## config.mk

```make
export PLATFORM = sky130hd
export DESIGN_NAME = golomb_rice_exp_encoder
export DESIGN_NICKNAME = d
export VERILOG_FILES = /design/src/rtl/golomb_rice_exp_encoder.sv
export SDC_FILE = /design/constraint.sdc
export NUM_CORES = 1
export LEC_CHECK = 0
export ABC_CLOCK_PERIOD_IN_PS = 7300
export BUFFER_PORTS_ARGS = -buffer_cell sky130_fd_sc_hd__buf_2
export CAP_MARGIN = 10
export CORE_UTILIZATION = 35
export DETAILED_ROUTE_END_ITERATION = 8
export PLACE_DENSITY = 0.52
export SKIP_CTS_REPAIR_TIMING = 1
export SLEW_MARGIN = 40
export SYNTH_ARGS = -nofsm -noshare
export SYNTH_HDL_FRONTEND = slang
export SYNTH_SLANG_ARGS = --single-unit
```

## constraint.sdc

```tcl
create_clock -name clk -period 7.3 [get_ports clk]
set_clock_uncertainty 0.15 [all_clocks]
set_input_delay 0.365 -clock clk [delete_from_list [all_inputs] [get_ports clk]]
set_output_delay 0.365 -clock clk [all_outputs]
set_load 0.005 [all_outputs]
```

## src/rtl/golomb_rice_exp_encoder.sv

```systemverilog
// Three-stage hybrid Rice / exp-Golomb codeword encoder with valid/ready back-pressure,
// output-width overflow flagging and a running total of emitted code bits.
module golomb_rice_exp_encoder #(
    parameter int VAL_W  = 32,
    parameter int K_W    = 3,
    parameter int LQ_W   = 3,
    parameter int CODE_W = 64,
    parameter int LEN_W  = 7,
    parameter int CNT_W  = 32
) (
    input  logic              clk,
    input  logic              reset_n,
    input  logic              in_valid,
    output logic              in_ready,
    input  logic [VAL_W-1:0]  val,
    input  logic [K_W-1:0]    rice_k,
    input  logic [K_W-1:0]    exp_k,
    input  logic [LQ_W-1:0]   last_rice_q,
    input  logic              is_ac,
    input  logic              is_minus_n,
    output logic              out_valid,
    input  logic              out_ready,
    output logic [CODE_W-1:0] code_bits,
    output logic [LEN_W-1:0]  code_len,
    output logic              overflow,
    input  logic              clr_total,
    output logic [CNT_W-1:0]  total_bits
);

    localparam int AW  = VAL_W + 2;
    localparam int N_W = $clog2(AW + 1);
    localparam logic [AW-1:0] ONE_A = AW'(1);

    typedef enum logic {
        MODE_RICE,
        MODE_EXP
    } mode_e;

    typedef struct packed {
        logic              valid;
        logic [VAL_W-1:0]  val;
        logic [K_W-1:0]    rice_k;
        logic [K_W-1:0]    exp_k;
        logic [LQ_W-1:0]   lq;
        logic              ac;
        logic              neg;
        mode_e             mode;
        logic [AW-1:0]     q;
        logic [AW-1:0]     w;
    } s1_t;

    typedef struct packed {
        s1_t            s;
        logic [N_W-1:0] n;
    } s2_t;

    s1_t s1_q, s1_d;
    s2_t s2_q, s2_d;

    logic              out_valid_q, out_valid_d;
    logic [CODE_W-1:0] code_bits_q, code_bits_d;
    logic [LEN_W-1:0]  code_len_q, code_len_d;
    logic              overflow_q, overflow_d;
    logic [CNT_W-1:0]  total_q, total_d;

    logic en;

    // One global enable: a bubble in the output stage lets the whole pipe move.
    assign en        = out_ready | ~out_valid_q;
    assign in_ready  = en;
    assign out_valid = out_valid_q;
    assign code_bits = code_bits_q;
    assign code_len  = code_len_q;
    assign overflow  = overflow_q;
    assign total_bits = total_q;

    // Stage 1: quotient, switch point, mode and exp-Golomb offset value
    logic [AW-1:0] val_x, lq_x, q_c, sw_c, w_c;
    mode_e         mode_c;

    always_comb begin
        val_x  = AW'(val);
        lq_x   = AW'(last_rice_q);
        q_c    = val_x >> rice_k;
        sw_c   = (lq_x + ONE_A) << rice_k;
        w_c    = val_x - sw_c + (ONE_A << exp_k);
        mode_c = (q_c <= lq_x) ? MODE_RICE : MODE_EXP;
        s1_d   = s1_q;
        if (en) begin
            s1_d.valid = in_valid;
            if (in_valid) begin
                s1_d.val    = val;
                s1_d.rice_k = rice_k;
                s1_d.exp_k  = exp_k;
                s1_d.lq     = last_rice_q;
                s1_d.ac     = is_ac;
                s1_d.neg    = is_minus_n;
                s1_d.mode   = mode_c;
                s1_d.q      = q_c;
                s1_d.w      = w_c;
            end
        end
    end

    // Stage 2: position of the leading one of w
    logic [N_W-1:0] n_c;

    always_comb begin
        n_c = '0;
        for (int unsigned i = 0; i < AW; i++) begin
            if (s1_q.w[i]) begin
                n_c = N_W'(i);
            end
        end
        s2_d = s2_q;
        if (en) begin
            s2_d.s = s1_q;
            s2_d.n = n_c;
        end
    end

    // Stage 3: codeword assembly, sign append and overflow substitution
    logic [AW-1:0] base_c, len_c, kmask_c;
    logic [AW:0]   bits_sgn_c, len_tot_c;
    logic          ovf_c;

    always_comb begin
        kmask_c = (ONE_A << s2_q.s.rice_k) - ONE_A;
        if (s2_q.s.mode == MODE_RICE) begin
            base_c = (ONE_A << s2_q.s.rice_k) | (AW'(s2_q.s.val) & kmask_c);
            len_c  = s2_q.s.q + ONE_A + AW'(s2_q.s.rice_k);
        end else begin
            base_c = s2_q.s.w;
            len_c  = AW'(s2_q.s.lq) + ONE_A + (AW'(s2_q.n) << 1) + ONE_A - AW'(s2_q.s.exp_k);
        end
        if (s2_q.s.ac) begin
            bits_sgn_c = {base_c, s2_q.s.neg};
        end else begin
            bits_sgn_c = {1'b0, base_c};
        end
        len_tot_c = {1'b0, len_c} + {{AW{1'b0}}, s2_q.s.ac};
        ovf_c     = len_tot_c > (AW + 1)'(CODE_W);

        out_valid_d = out_valid_q;
        code_bits_d = code_bits_q;
        code_len_d  = code_len_q;
        overflow_d  = overflow_q;
        if (en) begin
            out_valid_d = s2_q.s.valid;
            if (s2_q.s.valid) begin
                code_bits_d = ovf_c ? '0 : CODE_W'(bits_sgn_c);
                code_len_d  = ovf_c ? LEN_W'(CODE_W) : LEN_W'(len_tot_c);
                overflow_d  = ovf_c;
            end
        end
    end

    // Clear takes effect before a same-cycle handshake adds its length
    always_comb begin
        total_d = clr_total ? '0 : total_q;
        if (out_valid_q && out_ready) begin
            total_d = total_d + CNT_W'(code_len_q);
        end
    end

    always_ff @(posedge clk or negedge reset_n) begin
        if (!reset_n) begin
            s1_q        <= '0;
            s2_q        <= '0;
            out_valid_q <= 1'b0;
            code_bits_q <= '0;
            code_len_q  <= '0;
            overflow_q  <= 1'b0;
            total_q     <= '0;
        end else begin
            s1_q        <= s1_d;
            s2_q        <= s2_d;
            out_valid_q <= out_valid_d;
            code_bits_q <= code_bits_d;
            code_len_q  <= code_len_d;
            overflow_q  <= overflow_d;
            total_q     <= total_d;
        end
    end

endmodule

```

==> results of run 1 <==
==> cell usage after synthesis, types with 32 or more instances <==
master,number
mux2i_1,46
nand2_1,449
dfrtp_1,262
a21oi_1,78
nand3_1,44
o21ai_0,152
xor2_1,35
inv_1,94
ha_1,66
clkbuf_1,92
xnor2_1,48
buf_4,32
nor2_1,98
==> area by class of cell <==
| type | count | area (µm²) |
|---|---|---|
| clock buffer | 43 | 849.6 |
| multi-input combinational | 1527 | 9754 |
| sequential | 262 | 6561 |
| tap | 656 | 820.8 |
| fill | 4862 | 28830 |
| inverter | 96 | 361.6 |
| clock inverter | 9 | 122.6 |
| timing repair buffer | 143 | 850.8 |
==> per-layer routing <==
layer	routed length, µm	vias to the layer above	share of wire (%)
met5	0	-	0
met4	926	0	1.9
met3	1956	58	4.0
met2	20860	347	43
met1	24630	6822	51
li1	-	7081	-
==> sequential cells by signal, summed over array words and instances, names as in the netlist <==
signal,flops
code_len,7
s1_q,90
total_bits,32
s2_q,96
overflow,1
code_bits,35
out_valid,1
==> how the worst min path moves through the flow <==
stage	slack, ns	from	cells after the start	end
6_report	-0.01	exp_k[1]	3	s1_q[75]
5_1_grt	0.01	val[1]	3	s1_q[81]
4_1_cts	-0.37	reset_n	1	total_bits[7]
3_5_place_dp	0.25	reset_n	1	total_bits[3]
3_3_place_gp	0.26	reset_n	1	total_bits[3]
2_1_floorplan	-0.08	reset_n	0	code_bits[0]
==> power by group <==
part / total, mW / switching [mW] / leakage, nW / internal [mW]
clock network: 1.48 / 0.608 / 0.474 / 0.876
logic: 2.60 / 1.60 / 5.15 / 1.00
registers: 2.25 / 0.439 / 3.35 / 1.81
total: 6.33 / 2.65 / 8.97 / 3.68
==> kinds of logic after synthesis <==
kind of cell,Yosys count
xor+xnor,83
simple gates,804
flops,262
fa+ha+maj,78
compound gates,442
buf+inv,241
other cells,1
mux,91
==> worst max-delay path, cell delays in order, from the launching register on <==
cell and delay (ns):
dfrtp_1 0.32, inv_1 0.07, fa_1 0.54, inv_1 0.05, ha_1 0.39, a21oi_1 0.35, a21boi_0 0.19, o41a_1 0.47
a31oi_2 0.25, nand3_1 0.16, or2_2 0.38, or4_4 0.57, or4_1 0.53, a2111o_1 0.46, nor4_4 0.21, buf_4 0.43
a32o_1 0.25
==> per-stage QoR <==
step                      cell area, µm²  setup slack (ns)  hold WS, ns
after floorplan                    17360             1.882     -0.08059
after global routing               19320             1.109      0.01350
after CTS                          19240             1.468      -0.3694
final                              19320             1.428    -0.009644
after detailed placement           18270             1.481       0.2548
after global placement             18210             1.554       0.2600
==> results.py, run 1 <==
metrics = {
    "outcome": {
        "status": "finished with violations",
        "violations": "hold timing",
    },
    "final_layout": {
        "instances_no_fill": 2736,
        "final_cell_mix": "nand2_1, dfrtp_1, o21ai_0, buf_2, nor2_1",
        "diodes": 0,
        "fin_util_pct": 40.13,
        "fin_nets": 2186,
        "syn_to_final_growth_pct": 12.00,
        "drive_above_1_share_pct": 12.31,
        "final_common_cell": "nand2_1",
    },
    "floorplanning": {
        "die_w_um": 224.0,
        "die_h_um": 224.0,
        "dieArea_um2": 50180,
        "rows": 80,
        "start_util_pct": 35.83,
        "core_um2": 48150,
        "io_pins": 154,
    },
    "synthesis": {
        "synth_xor_xnor_area_share_pct": 4.214,
        "synth.distinct_cells": 81,
        "synthTopCellsByArea": "dfrtp_1, nand2_1, ha_1",
        "synthCells": 2002,
        "syn_avg_cell_area_um2": 8.617,
        "synth_top_area_share_pct": 38.01,
        "yosys_warnings": 0,
        "synth-seq-cells": 262,
        "synthAdderAreaFrac_pct": 6.180,
        "synthMuxAreaShare_pct": 6.847,
        "synth-main-ff-cell": "dfrtp_1",
        "synth_async_sr_flop_share_pct": 100.0,
        "ys_seq_area_share_pct": 38.01,
        "synth_compound_area_share_pct": 17.15,
        "synth_top_family_by_area": "simple AND/OR/NAND/NOR gates",
        "synth_area_um2": 17250,
        "yosysTopAreaCell": "dfrtp_1",
        "synth_edf_count": 0,
        "synth-simple-area-share_pct": 21.38,
    },
    "worst_setup_path": {
        "cp.arrival_ns": 6.24,
        "cp-start-kind": "flip-flop",
        "crit_start": "s2_q[1]",
        "reg2reg_depth": 16,
        "end_kind": "flip-flop",
        "crit_required_ns": 7.67,
        "endpoint": "code_bits[34]",
        "rrSetupSlack_ns": 1.43,
        "reg2reg_from": "s2_q[1]",
        "crit_fanout": 43,
        "r2r-end": "code_bits[34]",
        "crit_type": "flip-flop to flip-flop",
    },
    "pwr": {
        "power_leakage_nw": 8.970,
        "total_power_mw": 6.328,
        "irDropWorstVdd_v": 0.0001807,
        "power.density_nw_per_um2": 327.5,
    },
    "sta": {
        "max_freq_mhz": 170.3,
        "timing.setup.tns_ns": 0,
        "setup_viol": 0,
        "finalHoldViolCount": 1,
        "slew_headroom_pct": 42.74,
        "period_minus_slack_ns": 5.872,
        "timing.hold.ws_ns": -0.009644,
        "rsz0062_at_grt": "no",
        "worst_pin_slew_ns": 0.8589,
        "slew_violations": 0,
        "period_share_pct": 80.44,
    },
    "grt": {
        "grt_pass1_vias": 13760,
        "use_met1_pct": 29.18,
        "met3_usage_pct": 1.902,
        "use_met2_pct": 29.15,
        "overflow": 0,
        "grt_pass1_wl_mm": 77.49,
        "grt_usage_pct": 19.24,
        "grt_max_degree": 105,
        "grt_busiest_layer": "met1",
        "antenna_found_initial": 0,
    },
    "route": {
        "drc": 0,
        "vias": 14308,
        "totalWireLength_mm": 48.38,
        "ant_nets": 0,
        "drt_iter0_markers": 930,
        "dr.pass1.iters": 5,
        "viasPerCell": 5.230,
        "wire_per_inst_um": 17.68,
    },
    "clocking": {
        "cts_buffers": 30,
        "cts_tree": "done",
        "clk_latency_ns": 0.58,
        "h-tree-depth": 1,
        "cts_buffer_depth": 3,
        "cts_num_sinks": 262,
        "clkTransAtPathRegs_ns": 0.06,
        "clk_root_buffer_cell": "clkbuf_16",
    },
    "placement": {
        "gp_congestion": 0.8587,
        "port_buffers": 124,
        "place_hpwl_mm": 36.41,
        "dp.cells": 2677,
    },
    "worst_hold_path": {
        "hold_class": "primary input to flip-flop",
    },
    "run": {
        "cap_viol_max_count": 0,
    },
}
No activity file was read; power rests on OpenSTA's default activity.
==> run 2: changes to the inputs <==
--- a/config.mk
+++ b/config.mk
@@ -5,12 +5,12 @@
 export SDC_FILE = /design/constraint.sdc
 export NUM_CORES = 1
 export LEC_CHECK = 0
-export ABC_CLOCK_PERIOD_IN_PS = 7300
+export ABC_CLOCK_PERIOD_IN_PS = 5100
 export BUFFER_PORTS_ARGS = -buffer_cell sky130_fd_sc_hd__buf_2
 export CAP_MARGIN = 10
 export CORE_UTILIZATION = 35
 export DETAILED_ROUTE_END_ITERATION = 8
-export PLACE_DENSITY = 0.52
+export PLACE_DENSITY = 0.53
 export SKIP_CTS_REPAIR_TIMING = 1
 export SLEW_MARGIN = 40
 export SYNTH_ARGS = -nofsm -noshare
==> constraint.sdc (replaced) <==
create_clock -name clk -period 5.1 [get_ports clk]
set_clock_uncertainty 0.15 [all_clocks]
set_input_delay 0.255 -clock clk [delete_from_list [all_inputs] [get_ports clk]]
set_output_delay 0.255 -clock clk [all_outputs]
set_load 0.005 [all_outputs]
==> run 2 against run 1 <==
Global-route usage up 0.39 points. Register-to-register slack got worse by 1.3 ns. First-iteration DRC count shrank 7.0%. Fmax is 19% higher. Power rose by 51%. Clock-buffer cell count increased by 5. Cell count up 2.9%. Via count is 2.4% higher. The run still ends with hold timing left. Sequential cell count unchanged. Critical path depth increased by 2. Design area rose by 4.0%. Non-clock buffer count is 78 higher.
==> results.py, run 2 (synthesis gave the netlist of run 1 again) <==
metrics = {
    "floorplanning": {
        "die_h_um": 224.0,
        "dieArea_um2": 50180,
        "io_pins": 154,
        "die_w_um": 224.0,
        "start_util_pct": 35.83,
        "rows": 80,
        "core_um2": 48150,
    },
    "clocking": {
        "cts_buffers": 31,
        "clkTransAtPathRegs_ns": 0.06,
        "h-tree-depth": 1,
        "cts_tree": "done",
        "cts_buffer_depth": 3,
        "clk_latency_ns": 0.57,
        "cts_num_sinks": 262,
        "clk_root_buffer_cell": "clkbuf_16",
    },
    "worst_setup_path": {
        "crit_type": "flip-flop to flip-flop",
        "crit_fanout": 8,
        "cp.arrival_ns": 5.30,
        "end_kind": "flip-flop",
        "crit_required_ns": 5.46,
        "rrSetupSlack_ns": 0.16,
        "cp-start-kind": "flip-flop",
    },
    "final_layout": {
        "fin_nets": 2265,
        "regMostFlops": "s2_q",
        "final_cell_mix": "nand2_1, dfrtp_1, o21ai_0, buf_2, nor2_1",
        "largest_register_ff_count": 96,
        "drive_above_1_share_pct": 15.69,
        "syn_to_final_growth_pct": 16.44,
        "final_common_cell": "nand2_1",
        "diodes": 0,
    },
    "route": {
        "viasPerCell": 5.205,
        "drc": 0,
        "dr.pass1.iters": 5,
        "totalWireLength_mm": 49.94,
        "drt_iter0_markers": 865,
        "ant_nets": 0,
        "vias": 14658,
        "wire_per_inst_um": 17.73,
    },
    "placement": {
        "place_hpwl_mm": 37.80,
        "gp_congestion": 0.9399,
        "port_buffers": 124,
    },
    "outcome": {
        "violations": "hold timing",
        "status": "finished with violations",
    },
    "pwr": {
        "swShare_pct": 40.65,
        "p_switching_mw": 3.885,
        "total_power_mw": 9.557,
        "power.density_nw_per_um2": 475.8,
        "irDropWorstVdd_v": 0.0003163,
        "cell_internal_pwr_mw": 5.672,
        "pwr-share-seq_pct": 32.7,
        "power_leakage_nw": 9.398,
        "p_comb_share_pct": 44.4,
        "pwr-share-clk_pct": 22.8,
    },
    "grt": {
        "overflow": 0,
        "antenna_found_initial": 0,
        "grt_max_degree": 99,
        "grt_pass1_wl_mm": 78.78,
        "grt_usage_pct": 19.62,
        "grt_pass1_vias": 14015,
    },
    "sta": {
        "timing.setup.tns_ns": 0,
        "timing.hold.ws_ns": -0.01101,
        "rsz0062_at_grt": "yes",
        "max_freq_mhz": 202.5,
        "worst_pin_slew_ns": 0.7798,
        "finalHoldViolCount": 1,
        "period_share_pct": 96.84,
        "setup_viol": 0,
        "slew_violations": 0,
        "period_minus_slack_ns": 4.939,
        "slew_headroom_pct": 47.62,
    },
    "run": {
        "cap_viol_max_count": 0,
    },
    "worst_hold_path": {
        "hold_class": "primary input to flip-flop",
    },
}
run 2: cell types whose count changed in the layout (fill, tap and decap cells not counted), sizes merged:
cell         before  now
buf             136  201
bufinv            2    1
clkbuf           43   50
clkinv            8    5
dlygate4sd3       7   18
inv              94   95
run 2: metrics by stage:
step / hold WS, ns / utilization, % / worst slack [ns] / area [µm²] / std cells
after CTS: -0.5697 / 41.05 / -0.1307 / 19770 / 2791
after global routing: 0.01030 / 41.72 / -0.004647 / 20090 / 2816
after floorplan: -0.1906 / - / 0.01291 / 17410 / 2030
after detailed placement: 0.04804 / 38.93 / -0.1166 / 18740 / 2737
after global placement: 0.2433 / 38.86 / -0.03687 / 18710 / 2736
final: -0.01101 / 41.72 / 0.1613 / 20090 / 2816
run 2: path summary, 6_finish.rpt:
check | startpoint | endpoint | cells past startpoint
setup reg to reg | s2_q[1] | code_len[2] | 18
max in group asynchronous | reset_n | s1_q[4] | 4
min in group asynchronous | reset_n | total_bits[3] | 2
hold / removal | last_rice_q[0] | s1_q[71] | 4
hold reg to reg | s2_q[87] | s2_q[87] | 2
setup / recovery | s2_q[1] | code_len[2] | 18
run 2: cell type report:
cell class	count	area, µm²
sequential	262	6558
clock buffer	48	949.7
multi-input combinational	1527	9817
clock inverter	6	72.57
fill	4889	28060
timing repair buffer	221	1506
tap	656	820.8
inverter	96	361.6
run 2: critical path, stage by stage, from the launching register on:
cell and delay [ns]:
dfrtp_1 0.32, inv_1 0.06, fa_1 0.55, inv_2 0.05, ha_4 0.28, a21oi_4 0.18
buf_6 0.12, a21boi_2 0.05, o41a_1 0.43, a31oi_2 0.18, nand3_1 0.12, or2_4 0.25
or4_4 0.54, or4_4 0.42, a2111o_1 0.41, nor4_4 0.23, buf_6 0.19, clkbuf_16 0.18
a32o_1 0.17
run 2: power groups by stage:
| stage | Combinational [mW] | Sequential (mW) | Clock, mW |
|---|---|---|---|
| after global routing | 4.75 | 3.21 | 2.33 |
| final | 4.25 | 3.13 | 2.18 |
| after floorplan | 3.04 | 2.92 | 0 |
| after global placement | 4.13 | 3.14 | 0 |
| after detailed placement | 4.15 | 3.16 | 0 |
| after CTS | 4.17 | 3.12 | 2.24 |
run 2: layer usage:
layer  GRT usage, %  share of wire, %
met2          29.31                43
met1          29.93                50
met5              0                 0
met4          4.817               1.9
met3          2.151               4.2
==> run 3: changes to the inputs <==
--- a/config.mk
+++ b/config.mk
@@ -5,12 +5,12 @@
 export SDC_FILE = /design/constraint.sdc
 export NUM_CORES = 1
 export LEC_CHECK = 0
-export ABC_CLOCK_PERIOD_IN_PS = 5100
+export ABC_CLOCK_PERIOD_IN_PS = 5300
 export BUFFER_PORTS_ARGS = -buffer_cell sky130_fd_sc_hd__buf_2
 export CAP_MARGIN = 10
 export CORE_UTILIZATION = 35
 export DETAILED_ROUTE_END_ITERATION = 8
-export PLACE_DENSITY = 0.53
+export PLACE_DENSITY = 0.52
 export SKIP_CTS_REPAIR_TIMING = 1
 export SLEW_MARGIN = 40
 export SYNTH_ARGS = -nofsm -noshare
==> constraint.sdc (replaced) <==
create_clock -name clk -period 5.3 [get_ports clk]
set_clock_uncertainty 0.15 [all_clocks]
set_input_delay 0.265 -clock clk [delete_from_list [all_inputs] [get_ports clk]]
set_output_delay 0.265 -clock clk [all_outputs]
set_load 0.005 [all_outputs]
==> run 3 against run 2 <==
The run still ends with hold timing left. Worst setup slack worse by 0.061 ns. Global-route usage rose by 1.3 points. Via count is 0.82% higher. Design area fell by 0.20%. Sequential share of layout area rose by 0.071 points. Power is 1.3% lower. Clock power about the same. Non-clock buffer count decreased by 12. Sequential power decreased by 4%. Critical path type unchanged.
==> results.py, run 3 (synthesis gave the netlist of run 1 again) <==
metrics = {
    "final_layout": {
        "final_cell_mix": "nand2_1, dfrtp_1, o21ai_0, buf_2, nor2_1",
        "largest_register_ff_count": 96,
        "syn_to_final_growth_pct": 16.20,
        "final_common_cell": "nand2_1",
        "layout.area.seq_um2": 6559,
        "multi_input_area_um2": 9844,
        "drive_above_1_share_pct": 15.90,
        "fin_nets": 2253,
        "diodes": 0,
        "final_area_um2": 20050,
        "regMostFlops": "s2_q",
        "instances_no_fill": 2807,
        "fillers": 4908,
    },
    "pwr": {
        "irDropWorstVdd_v": 0.0002873,
        "cell_internal_pwr_mw": 5.509,
        "pwr-share-clk_pct": 23.1,
        "swShare_pct": 41.59,
        "total_power_mw": 9.431,
        "p_switching_mw": 3.922,
        "p_comb_share_pct": 44.8,
        "pwr-share-seq_pct": 32.0,
        "power.density_nw_per_um2": 470.5,
        "power_leakage_nw": 9.348,
    },
    "sta": {
        "period_minus_slack_ns": 5.200,
        "setup_viol": 0,
        "rsz0062_at_grt": "no",
        "slew_violations": 0,
        "finalHoldViolCount": 2,
        "timing.hold.ws_ns": -0.009406,
        "slew_headroom_pct": 47.22,
        "max_freq_mhz": 192.3,
        "period_share_pct": 98.12,
        "worst_pin_slew_ns": 0.7718,
    },
    "outcome": {
        "status": "finished with violations",
        "violations": "hold timing",
    },
    "worst_hold_path": {
        "hold_class": "primary input to flip-flop",
    },
    "route": {
        "drc": 0,
        "dr.pass1.iters": 5,
        "vias": 14778,
        "drt_iter0_markers": 1010,
        "totalWireLength_mm": 53.26,
        "viasPerCell": 5.265,
        "wire_per_inst_um": 18.97,
        "ant_nets": 0,
    },
    "clocking": {
        "clkTransAtPathRegs_ns": 0.06,
        "clk_root_buffer_cell": "clkbuf_16",
        "cts_tree": "done",
        "cts_buffers": 31,
        "h-tree-depth": 1,
        "clk_latency_ns": 0.58,
        "cts_num_sinks": 262,
        "cts_buffer_depth": 3,
    },
    "run": {
        "cap_viol_max_count": 0,
    },
    "placement": {
        "port_buffers": 124,
        "gp_congestion": 0.9366,
        "place_hpwl_mm": 40.34,
        "dp.cells": 2724,
        "placed_area_um2": 18630,
    },
    "grt": {
        "grt_pass1_wl_mm": 82.54,
        "grt_usage_pct": 20.87,
        "antenna_found_initial": 0,
        "grt_max_degree": 163,
        "grt_pass1_vias": 14292,
        "overflow": 0,
    },
    "floorplanning": {
        "die_w_um": 224.0,
        "dieArea_um2": 50180,
        "io_pins": 154,
        "rows": 80,
        "start_util_pct": 35.83,
        "die_h_um": 224.0,
        "core_um2": 48150,
    },
    "worst_setup_path": {
        "cp.arrival_ns": 5.56,
        "crit_required_ns": 5.66,
        "end_kind": "flip-flop",
        "crit_buf_inv": 3,
        "crit_type": "flip-flop to flip-flop",
        "cpMostUsedCell": "or4_4",
        "critPathTopFamily": "simple AND/OR/NAND/NOR gates",
        "cp-start-kind": "flip-flop",
        "cp_cell_sequence": "inv_2 -> ha_2 -> nor2b_2 -> a2111oi_4 -> nand3_2 -> o21a_1 -> nor4_1 -> nand3_1 -> or4_4 -> or4_4 -> a2111o_1 -> nor4_4 -> buf_6 -> clkbuf_16 -> a32o_1",
        "cpMaxStageDelayCell": "or4_4",
        "cp_slowest_stage_delay_ns": 0.54,
        "crit_fanout": 9,
    },
}
## run 3: worst paths after layout
check	endpoint	slack [ns]	depth (start not counted)	startpoint
hold reg to reg	s2_q[7]	0.32	2	s2_q[7]
max in group asynchronous	s2_q[74]	3.42	4	reset_n
hold / removal	s1_q[83]	-0.009	3	val[3]
min in group asynchronous	code_len[4]	0.06	2	reset_n
setup / recovery	code_len[2]	0.1	15	s2_q[4]
setup reg to reg	code_len[2]	0.1	15	s2_q[4]
## run 3: per-layer routing
metal / wire, µm / global-route usage [%] / part of all wire [%]
met4: 1403 / 6.186 / 2.6
met3: 2472 / 2.374 / 4.6
met1: 25500 / 30.04 / 48
met2: 23890 / 32.78 / 45
met5: 0 / 0 / 0
## run 3: layout make-up
cell class	instances	area share, %
inverters	96	1.804
repair buffers	209	6.997
flip-flops and latches	262	32.72
clock inverters	9	0.5368
well taps	656	4.095
clock buffers	48	4.738
multi-input cells	1527	49.11
## run 3: worst register-to-register path, cell delays in order (launching register included)
cell,delay [ns]
dfrtp_1,0.39
inv_2,0.12
ha_2,0.33
nor2b_2,0.22
a2111oi_4,0.53
nand3_2,0.29
o21a_1,0.20
nor4_1,0.41
nand3_1,0.18
or4_4,0.51
or4_4,0.54
a2111o_1,0.47
nor4_4,0.23
buf_6,0.20
clkbuf_16,0.19
a32o_1,0.16
## run 3: per-stage QoR
| stage | worst slack (ns) | utilization [%] | setup TNS, ns |
|---|---|---|---|
| 2_1_floorplan | 0.004684 | - | 0 |
| 3_3_place_gp | 0.01244 | 38.63 | 0 |
| 3_5_place_dp | -0.04642 | 38.69 | -0.6146 |
| 4_1_cts | -0.06540 | 40.89 | -1.137 |
| 5_1_grt | 0.001585 | 41.63 | 0 |
| 6_report | 0.09979 | 41.63 | 0 |
## run 3: power groups by stage
| stage | Clock [mW] | Sequential [mW] | Combinational [mW] |
|---|---|---|---|
| floorplan | 0 | 2.81 | 2.88 |
| global placement | 0 | 3.04 | 4.04 |
| detailed placement | 0 | 3.04 | 4.04 |
| CTS | 2.24 | 3.01 | 4.06 |
| global route | 2.31 | 3.09 | 4.70 |
| finish | 2.18 | 3.02 | 4.23 |
